`src/rtl/uarch_pkg.sv`:
```
// rtl/uarch_pkg.sv - shared op codes, widths and ALU result helpers for issue queue, ALU lanes and ROB
package uarch_pkg;

   localparam int PREG_W = 6;
   localparam int ROB_W  = 16;

   typedef enum logic [3:0] {
      OP_NOP  = 4'd0,
      OP_ADD  = 4'd1,
      OP_ADDI = 4'd2,
      OP_LUI  = 4'd3,
      OP_ORI  = 4'd4,
      OP_XOR  = 4'd5,
      OP_SRAI = 4'd6,
      OP_LB   = 4'd7,
      OP_LW   = 4'd8,
      OP_SB   = 4'd9,
      OP_SW   = 4'd10
   } op_e;

   localparam logic [1:0] SIZE_BYTE = 2'd0;
   localparam logic [1:0] SIZE_WORD = 2'd2;

   function automatic logic op_is_valid(input logic [3:0] op);
      return (op >= OP_ADD) && (op <= OP_SW);
   endfunction

   function automatic logic op_is_mem(input logic [3:0] op);
      return (op >= OP_LB) && (op <= OP_SW);
   endfunction

   function automatic logic op_is_store(input logic [3:0] op);
      return (op == OP_SB) || (op == OP_SW);
   endfunction

   function automatic logic [1:0] op_size(input logic [3:0] op);
      logic [1:0] sz;
      sz = SIZE_BYTE;
      if ((op == OP_LW) || (op == OP_SW))
         sz = SIZE_WORD;
      return sz;
   endfunction

   // Memory ops reuse the adder to form the effective address s1 + imm.
   function automatic logic [31:0] alu_compute(input logic [3:0] op,
                                               input logic [31:0] s1,
                                               input logic [31:0] s2,
                                               input logic [31:0] imm);
      logic [31:0] r;
      case (op)
         OP_ADD:                     r = s1 + s2;
         OP_ADDI:                    r = s1 + imm;
         OP_LUI:                     r = imm;
         OP_ORI:                     r = s1 | imm;
         OP_XOR:                     r = s1 ^ s2;
         OP_SRAI:                    r = $unsigned($signed(s1) >>> imm[4:0]);
         OP_LB, OP_LW, OP_SB, OP_SW: r = s1 + imm;
         default:                    r = 32'd0;
      endcase
      return r;
   endfunction

endpackage

```
`src/rtl/fu_result_fifo.sv`:
```
// rtl/fu_result_fifo.sv - 2-entry in-order result queue with flush, count and zeroed head when empty
module fu_result_fifo #(
   parameter int W = 32
) (
   input  logic         clk,
   input  logic         rstn,
   input  logic         flush,
   input  logic         push,
   input  logic [W-1:0] push_data,
   input  logic         pop,
   output logic [1:0]   count,
   output logic         head_valid,
   output logic [W-1:0] head_data
);

   logic [W-1:0] mem [2];
   logic         wr_ptr;
   logic         rd_ptr;
   logic         pop_ok;
   logic         push_ok;

   assign head_valid = (count != 2'd0);
   assign pop_ok     = pop && head_valid;
   // A full queue still takes a push when the head leaves on the same edge.
   assign push_ok    = push && ((count != 2'd2) || pop_ok);
   assign head_data  = head_valid ? mem[rd_ptr] : '0;

   always_ff @(posedge clk or negedge rstn) begin
      if (!rstn) begin
         mem[0] <= '0;
         mem[1] <= '0;
         wr_ptr <= 1'b0;
         rd_ptr <= 1'b0;
         count  <= 2'd0;
      end else if (flush) begin
         wr_ptr <= 1'b0;
         rd_ptr <= 1'b0;
         count  <= 2'd0;
      end else begin
         if (push_ok) begin
            mem[wr_ptr] <= push_data;
            wr_ptr      <= ~wr_ptr;
         end
         if (pop_ok)
            rd_ptr <= ~rd_ptr;
         case ({push_ok, pop_ok})
            2'b10:   count <= count + 2'd1;
            2'b01:   count <= count - 2'd1;
            default: count <= count;
         endcase
      end
   end

endmodule

```
`src/rtl/alu_issue_unit.sv`:
```
// rtl/alu_issue_unit.sv - one ALU lane: accepts issued packets, computes in EX, queues results for writeback
module alu_issue_unit #(
   parameter int ALU_ID = 0,
   parameter int PREG_W = uarch_pkg::PREG_W,
   parameter int ROB_W  = uarch_pkg::ROB_W
) (
   input  logic              clk,
   input  logic              rstn,
   input  logic [3:0]        optype_in,
   input  logic [1:0]        aluNum_in,
   input  logic [31:0]       PC_in,
   input  logic [31:0]       srcReg1_data_in,
   input  logic [31:0]       srcReg2_data_in,
   input  logic [31:0]       imm_in,
   input  logic [PREG_W-1:0] destReg_in,
   input  logic [ROB_W-1:0]  ROBNum_in,
   input  logic              flush_in,
   output logic              FU_ready_out,
   output logic              wb_valid_out,
   input  logic              wb_grant_in,
   output logic [31:0]       wb_PC_out,
   output logic [31:0]       wb_data_out,
   output logic [PREG_W-1:0] wb_destReg_out,
   output logic [ROB_W-1:0]  wb_ROBNum_out,
   output logic              wb_is_mem_out,
   output logic              wb_is_store_out,
   output logic [31:0]       wb_store_data_out,
   output logic [1:0]        wb_size_out
);

   import uarch_pkg::*;

   // Entry layout: pc, data, dest, rob, is_mem, is_store, store_data, size.
   localparam int ENT_W = 32 + 32 + PREG_W + ROB_W + 1 + 1 + 32 + 2;

   logic              ex_valid;
   logic [3:0]        ex_op;
   logic [31:0]       ex_pc;
   logic [31:0]       ex_s1;
   logic [31:0]       ex_s2;
   logic [31:0]       ex_imm;
   logic [PREG_W-1:0] ex_dest;
   logic [ROB_W-1:0]  ex_rob;

   logic [1:0]        q_count;
   logic              q_full;
   logic              q_head_valid;
   logic              q_pop;
   logic              q_push;
   logic              accept;
   logic [31:0]       ex_result;
   logic              ex_is_store;
   logic [ENT_W-1:0]  ex_entry;
   logic [ENT_W-1:0]  head_entry;

   assign q_full       = (q_count == 2'd2);
   assign FU_ready_out = !(ex_valid && q_full);
   assign q_pop        = q_head_valid && wb_grant_in;
   assign q_push       = ex_valid && (!q_full || q_pop);

   assign accept = op_is_valid(optype_in) && (aluNum_in == ALU_ID[1:0])
                   && FU_ready_out && !flush_in;

   assign ex_result   = alu_compute(ex_op, ex_s1, ex_s2, ex_imm);
   assign ex_is_store = op_is_store(ex_op);
   assign ex_entry    = {ex_pc, ex_result, ex_dest, ex_rob,
                         op_is_mem(ex_op), ex_is_store,
                         ex_is_store ? ex_s2 : 32'd0,
                         op_size(ex_op)};

   // EX holds whenever its packet cannot move into the queue.
   always_ff @(posedge clk or negedge rstn) begin
      if (!rstn) begin
         ex_valid <= 1'b0;
         ex_op    <= 4'd0;
         ex_pc    <= 32'd0;
         ex_s1    <= 32'd0;
         ex_s2    <= 32'd0;
         ex_imm   <= 32'd0;
         ex_dest  <= '0;
         ex_rob   <= '0;
      end else if (flush_in) begin
         ex_valid <= 1'b0;
      end else if (accept) begin
         ex_valid <= 1'b1;
         ex_op    <= optype_in;
         ex_pc    <= PC_in;
         ex_s1    <= srcReg1_data_in;
         ex_s2    <= srcReg2_data_in;
         ex_imm   <= imm_in;
         ex_dest  <= destReg_in;
         ex_rob   <= ROBNum_in;
      end else if (q_push) begin
         ex_valid <= 1'b0;
      end
   end

   fu_result_fifo #(
      .W (ENT_W)
   ) u_result_fifo (
      .clk        (clk),
      .rstn       (rstn),
      .flush      (flush_in),
      .push       (q_push),
      .push_data  (ex_entry),
      .pop        (q_pop),
      .count      (q_count),
      .head_valid (q_head_valid),
      .head_data  (head_entry)
   );

   assign wb_valid_out = q_head_valid;
   assign {wb_PC_out, wb_data_out, wb_destReg_out, wb_ROBNum_out,
           wb_is_mem_out, wb_is_store_out, wb_store_data_out, wb_size_out} = head_entry;

endmodule

```
`config.mk`:
```
export PLATFORM = sky130hd
export DESIGN_NAME = alu_issue_unit
export DESIGN_NICKNAME = d
export VERILOG_FILES = /design/src/rtl/uarch_pkg.sv /design/src/rtl/fu_result_fifo.sv /design/src/rtl/alu_issue_unit.sv
export SDC_FILE = /design/constraint.sdc
export NUM_CORES = 1
export LEC_CHECK = 0
export CAP_MARGIN = 20
export CORE_ASPECT_RATIO = 0.9
export CORE_MARGIN = 8
export CORE_UTILIZATION = 45
export DETAILED_ROUTE_END_ITERATION = 10
export HOLD_SLACK_MARGIN = 0.03
export PLACE_DENSITY = 0.64
export SYNTH_ARGS = -nofsm -noshare
export SYNTH_HDL_FRONTEND = slang
export SYNTH_SLANG_ARGS = --single-unit
```
`constraint.sdc`:
```
create_clock -name clk -period 5.4 [get_ports clk]
set_input_delay 0.54 -clock clk [delete_from_list [all_inputs] [get_ports clk]]
set_output_delay 0.54 -clock clk [all_outputs]
set_load 0.05 [all_outputs]
```
==> flow_summary.json <==
{
  "power_density_nw_per_um2": 442,
  "fin_tns_setup_ns": 0,
  "async_flop_share_pct": 100,
  "vias_per_cell": 5.65,
  "final_common_cell": "nand2_1",
  "required_ns": 5.81,
  "dp_hpwl_mm": 50.2,
  "worstPathMaxFanout": 18,
  "cpMostUsedCell": "a21oi_1",
  "wire_per_inst_um": 22.7,
  "hold_buffers": 0,
  "die-width_um": 246,
  "crit_family": "compound AO/OA/AOI/OAI gates",
  "cts_root_buffer": "clkbuf_16",
  "reg2reg_to": "u_result_fifo.mem[78]$_DFFE_PN0P_",
  "critPathBufInv": 0,
  "grt_pass1_vias": 17801,
  "dr.pass1.iters": 6,
  "crit_path_end_kind": "register",
  "netlist-cell-type-count": 68,
  "hp-class": "input pin to async pin",
  "overflow": 0,
  "grt_max_degree": 145,
  "fin_crit_ns": 4.40,
  "cap_violations": 0,
  "maxSlewViolCount": 0,
  "postCtsResizedCells": 0,
  "status": "finished clean",
  "rsz0062_at_grt": "false",
  "syn_area_per_cell_um2": 9.59,
  "synth_warnings": 0,
  "synth_top_flop_cell": "dfrtp_1",
  "finalCritPeriodShare_pct": 81.5,
  "cts.clk_slew.worst_paths_ns": 0.06,
  "crit_arrival_ns": 4.82,
  "ctsHtreeMaxLevel": 2,
  "worstMarginPinSlew_ns": 1.03,
  "port_buffers": 282,
  "slowest_stage": "mux2_2",
  "place.gp.congestion": 0.923,
  "setup_violations": 0,
  "cts_tree": "built",
  "num-fill-cells": 4282,
  "chipHeight_um": 223,
  "cts_buffers": 43,
  "finalHoldViolations": 0,
  "skew_ns": 0.0123,
  "r2r-start": "ex_op[2]$_DFFE_PN0P_",
  "cts_buffer_depth": 3,
  "vias": 17586,
  "drt_wl_total_mm": 70.5,
  "clock_sinks": 401,
  "dieArea_um2": 55000,
  "synth_area_um2": 21500,
  "clkLatencyLatePin_ns": 0.57,
  "antenna_found_initial": 2,
  "setup_slack_ns": 0.998,
  "p_leak_nw": 11.3,
  "synth_edf_count": 0,
  "syn-num-nets": 2440,
  "crit_type": "register to register",
  "ff2ff_path_depth": 15,
  "r2r_setup_slack_ns": 1.0,
  "slowest_delay_ns": 0.47,
  "detailedPlace.worstSlack_ns": 1.01,
  "max_freq_mhz": 227,
  "num_antenna_cells": 0,
  "syn-instance-count": 2242,
  "cts_setup_buffers": 0,
  "cp-start-kind": "register",
  "grt_pass1_wl_mm": 109,
  "syn2layout_area_growth_pct": 22.7,
  "drtIter0Drc": 1630,
  "grt_use_total_pct": 25.2,
  "layout-drive-gt1-share_pct": 13.4,
  "synth-seq-cells": 401,
  "crit_path_cell_trace": "nor2b_1 > a21oi_1 > mux2_2 > mux2_2 > ha_1 > fa_1 > nand3_1 > nand2_1 > a31o_2 > o31ai_2 > o21ai_1 > a21oi_1 > xnor2_1 > a221oi_1 > a21oi_1",
  "drc_errors": 0,
  "relSlewSlack_pct": 31.2,
  "cp.depth": 15,
  "ant_nets": 0,
  "core_area_um2": 47500,
  "layout_common_cells": "588 x nand2_1, 399 x dfrtp_1, 281 x clkdlybuf4s50_1",
  "vdd_drop_max_uv": 260,
  "ios": 284,
  "num_rows": 76,
  "initial_core_util_pct": 45.2,
  "nets": 2650,
  "yosysSeqAreaShare_pct": 46.7
}
==> layer usage <==
layer  global-route usage, %  wire length [um]
met3                    4.46              4540
met2                    39.3             32100
met5                       0                25
met1                    35.7             31900
met4                    7.40              1910
==> cell type report <==
class	instances	area (um^2)	share of cell area, %
clock buffers	65	1270	4.82
clock inverters	14	194	0.735
inverters	9	33.8	0.128
multi-input cells	1683	10900	41.3
flip-flops and latches	401	10000	38.1
well taps	624	781	2.96
repair buffers	314	3170	12.0
==> where the power goes <==
| part | leakage [nW] | switching, mW | internal [mW] |
|---|---|---|---|
| clock | 0.714 | 1.24 | 1.83 |
| combinational | 5.45 | 2.54 | 1.83 |
| sequential | 5.16 | 0.637 | 3.61 |
| total | 11.3 | 4.41 | 7.26 |
==> logic make-up (layout without fill, tap and decap cells) <==
kind of cell             after synthesis  count (layout)  synth area share [%]
AND/OR/NAND/NOR                      839             839                  15.4
adder cells (fa/ha/maj)               38              38                  2.25
buffers and inverters                158             402                  2.96
AO/OA/AOI/OAI                        352             352                  10.2
multiplexers                         388             388                  19.9
flip-flops                           401             401                  46.7
other                                  1               1                0.0174
XOR/XNOR                              65              65                  2.65
==> worst max path at each step <==
stage | start | endpoint | slack, ns
3_5_place_dp | ex_op[0]$_DFFE_PN0P_ | u_result_fifo.mem[78]$_DFFE_PN0P_ | 1.01
4_1_cts | ex_op[2]$_DFFE_PN0P_ | u_result_fifo.mem[78]$_DFFE_PN0P_ | 0.99
6_report | ex_op[2]$_DFFE_PN0P_ | u_result_fifo.mem[78]$_DFFE_PN0P_ | 1.0
2_1_floorplan | ex_op[0]$_DFFE_PN0P_ | u_result_fifo.mem[78]$_DFFE_PN0P_ | 1.16
5_1_grt | ex_op[2]$_DFFE_PN0P_ | u_result_fifo.mem[78]$_DFFE_PN0P_ | 0.69
3_3_place_gp | ex_op[0]$_DFFE_PN0P_ | u_result_fifo.mem[78]$_DFFE_PN0P_ | 1.02
==> per-stage QoR <==
step / instance area, um^2 / power (mW) / hold slack [ns] / cells / utilization (%)
after floorplan: 21500 / 7.06 / 0.244 / 2242 / -
final: 26400 / 11.7 / 0.0583 / 3110 / 55.5
after detailed placement: 24900 / 8.59 / 0.461 / 3031 / 52.4
after CTS: 26400 / 11.7 / 0.0777 / 3110 / 55.5
after global placement: 24900 / 8.54 / 0.456 / 3031 / 52.4
after global routing: 26400 / 12.3 / 0.127 / 3110 / 55.5
==> cell usage after synthesis, types with 3 or more instances <==
cell	instances	share of area (%)
mux4_2	10	1.0
o311ai_0	5	0.20
a31oi_1	19	0.55
nand3_1	6	0.14
a21o_1	20	0.70
inv_1	7	0.12
clkbuf_1	116	2.0
a211oi_1	12	0.42
mux2_2	203	11
a222oi_1	9	0.42
o221ai_1	3	0.12
dfrtp_1	401	47
o22ai_1	7	0.20
o21ai_0	134	3.1
nor2b_1	10	0.29
nand2_1	589	10
a221oi_1	15	0.61
and2_1	8	0.23
nand4_1	4	0.12
a21oi_1	75	1.7
or2_2	3	0.087
ha_1	37	2.2
nor3_1	10	0.23
nor2_1	180	3.1
o211ai_1	6	0.21
o31ai_1	4	0.14
o21bai_1	5	0.17
xor2_1	20	0.81
buf_2	8	0.19
mux2i_1	172	8.0
a22oi_1	6	0.21
xnor2_1	45	1.8
nand2b_1	12	0.35
buf_1	20	0.35
o21ai_1	5	0.12
and3_1	8	0.23
a221o_1	7	0.33
==> flip-flops by register name (all words and copies together) (netlist names) <==
name / flops
u_result_fifo.wr_ptr: 1
u_result_fifo.mem: 242
ex_imm: 32
ex_dest: 6
u_result_fifo.count: 2
u_result_fifo.rd_ptr: 1
ex_pc: 32
ex_valid: 1
ex_s1: 32
ex_rob: 16
ex_s2: 32
ex_op: 4
(Power assumes the default switching activity.)
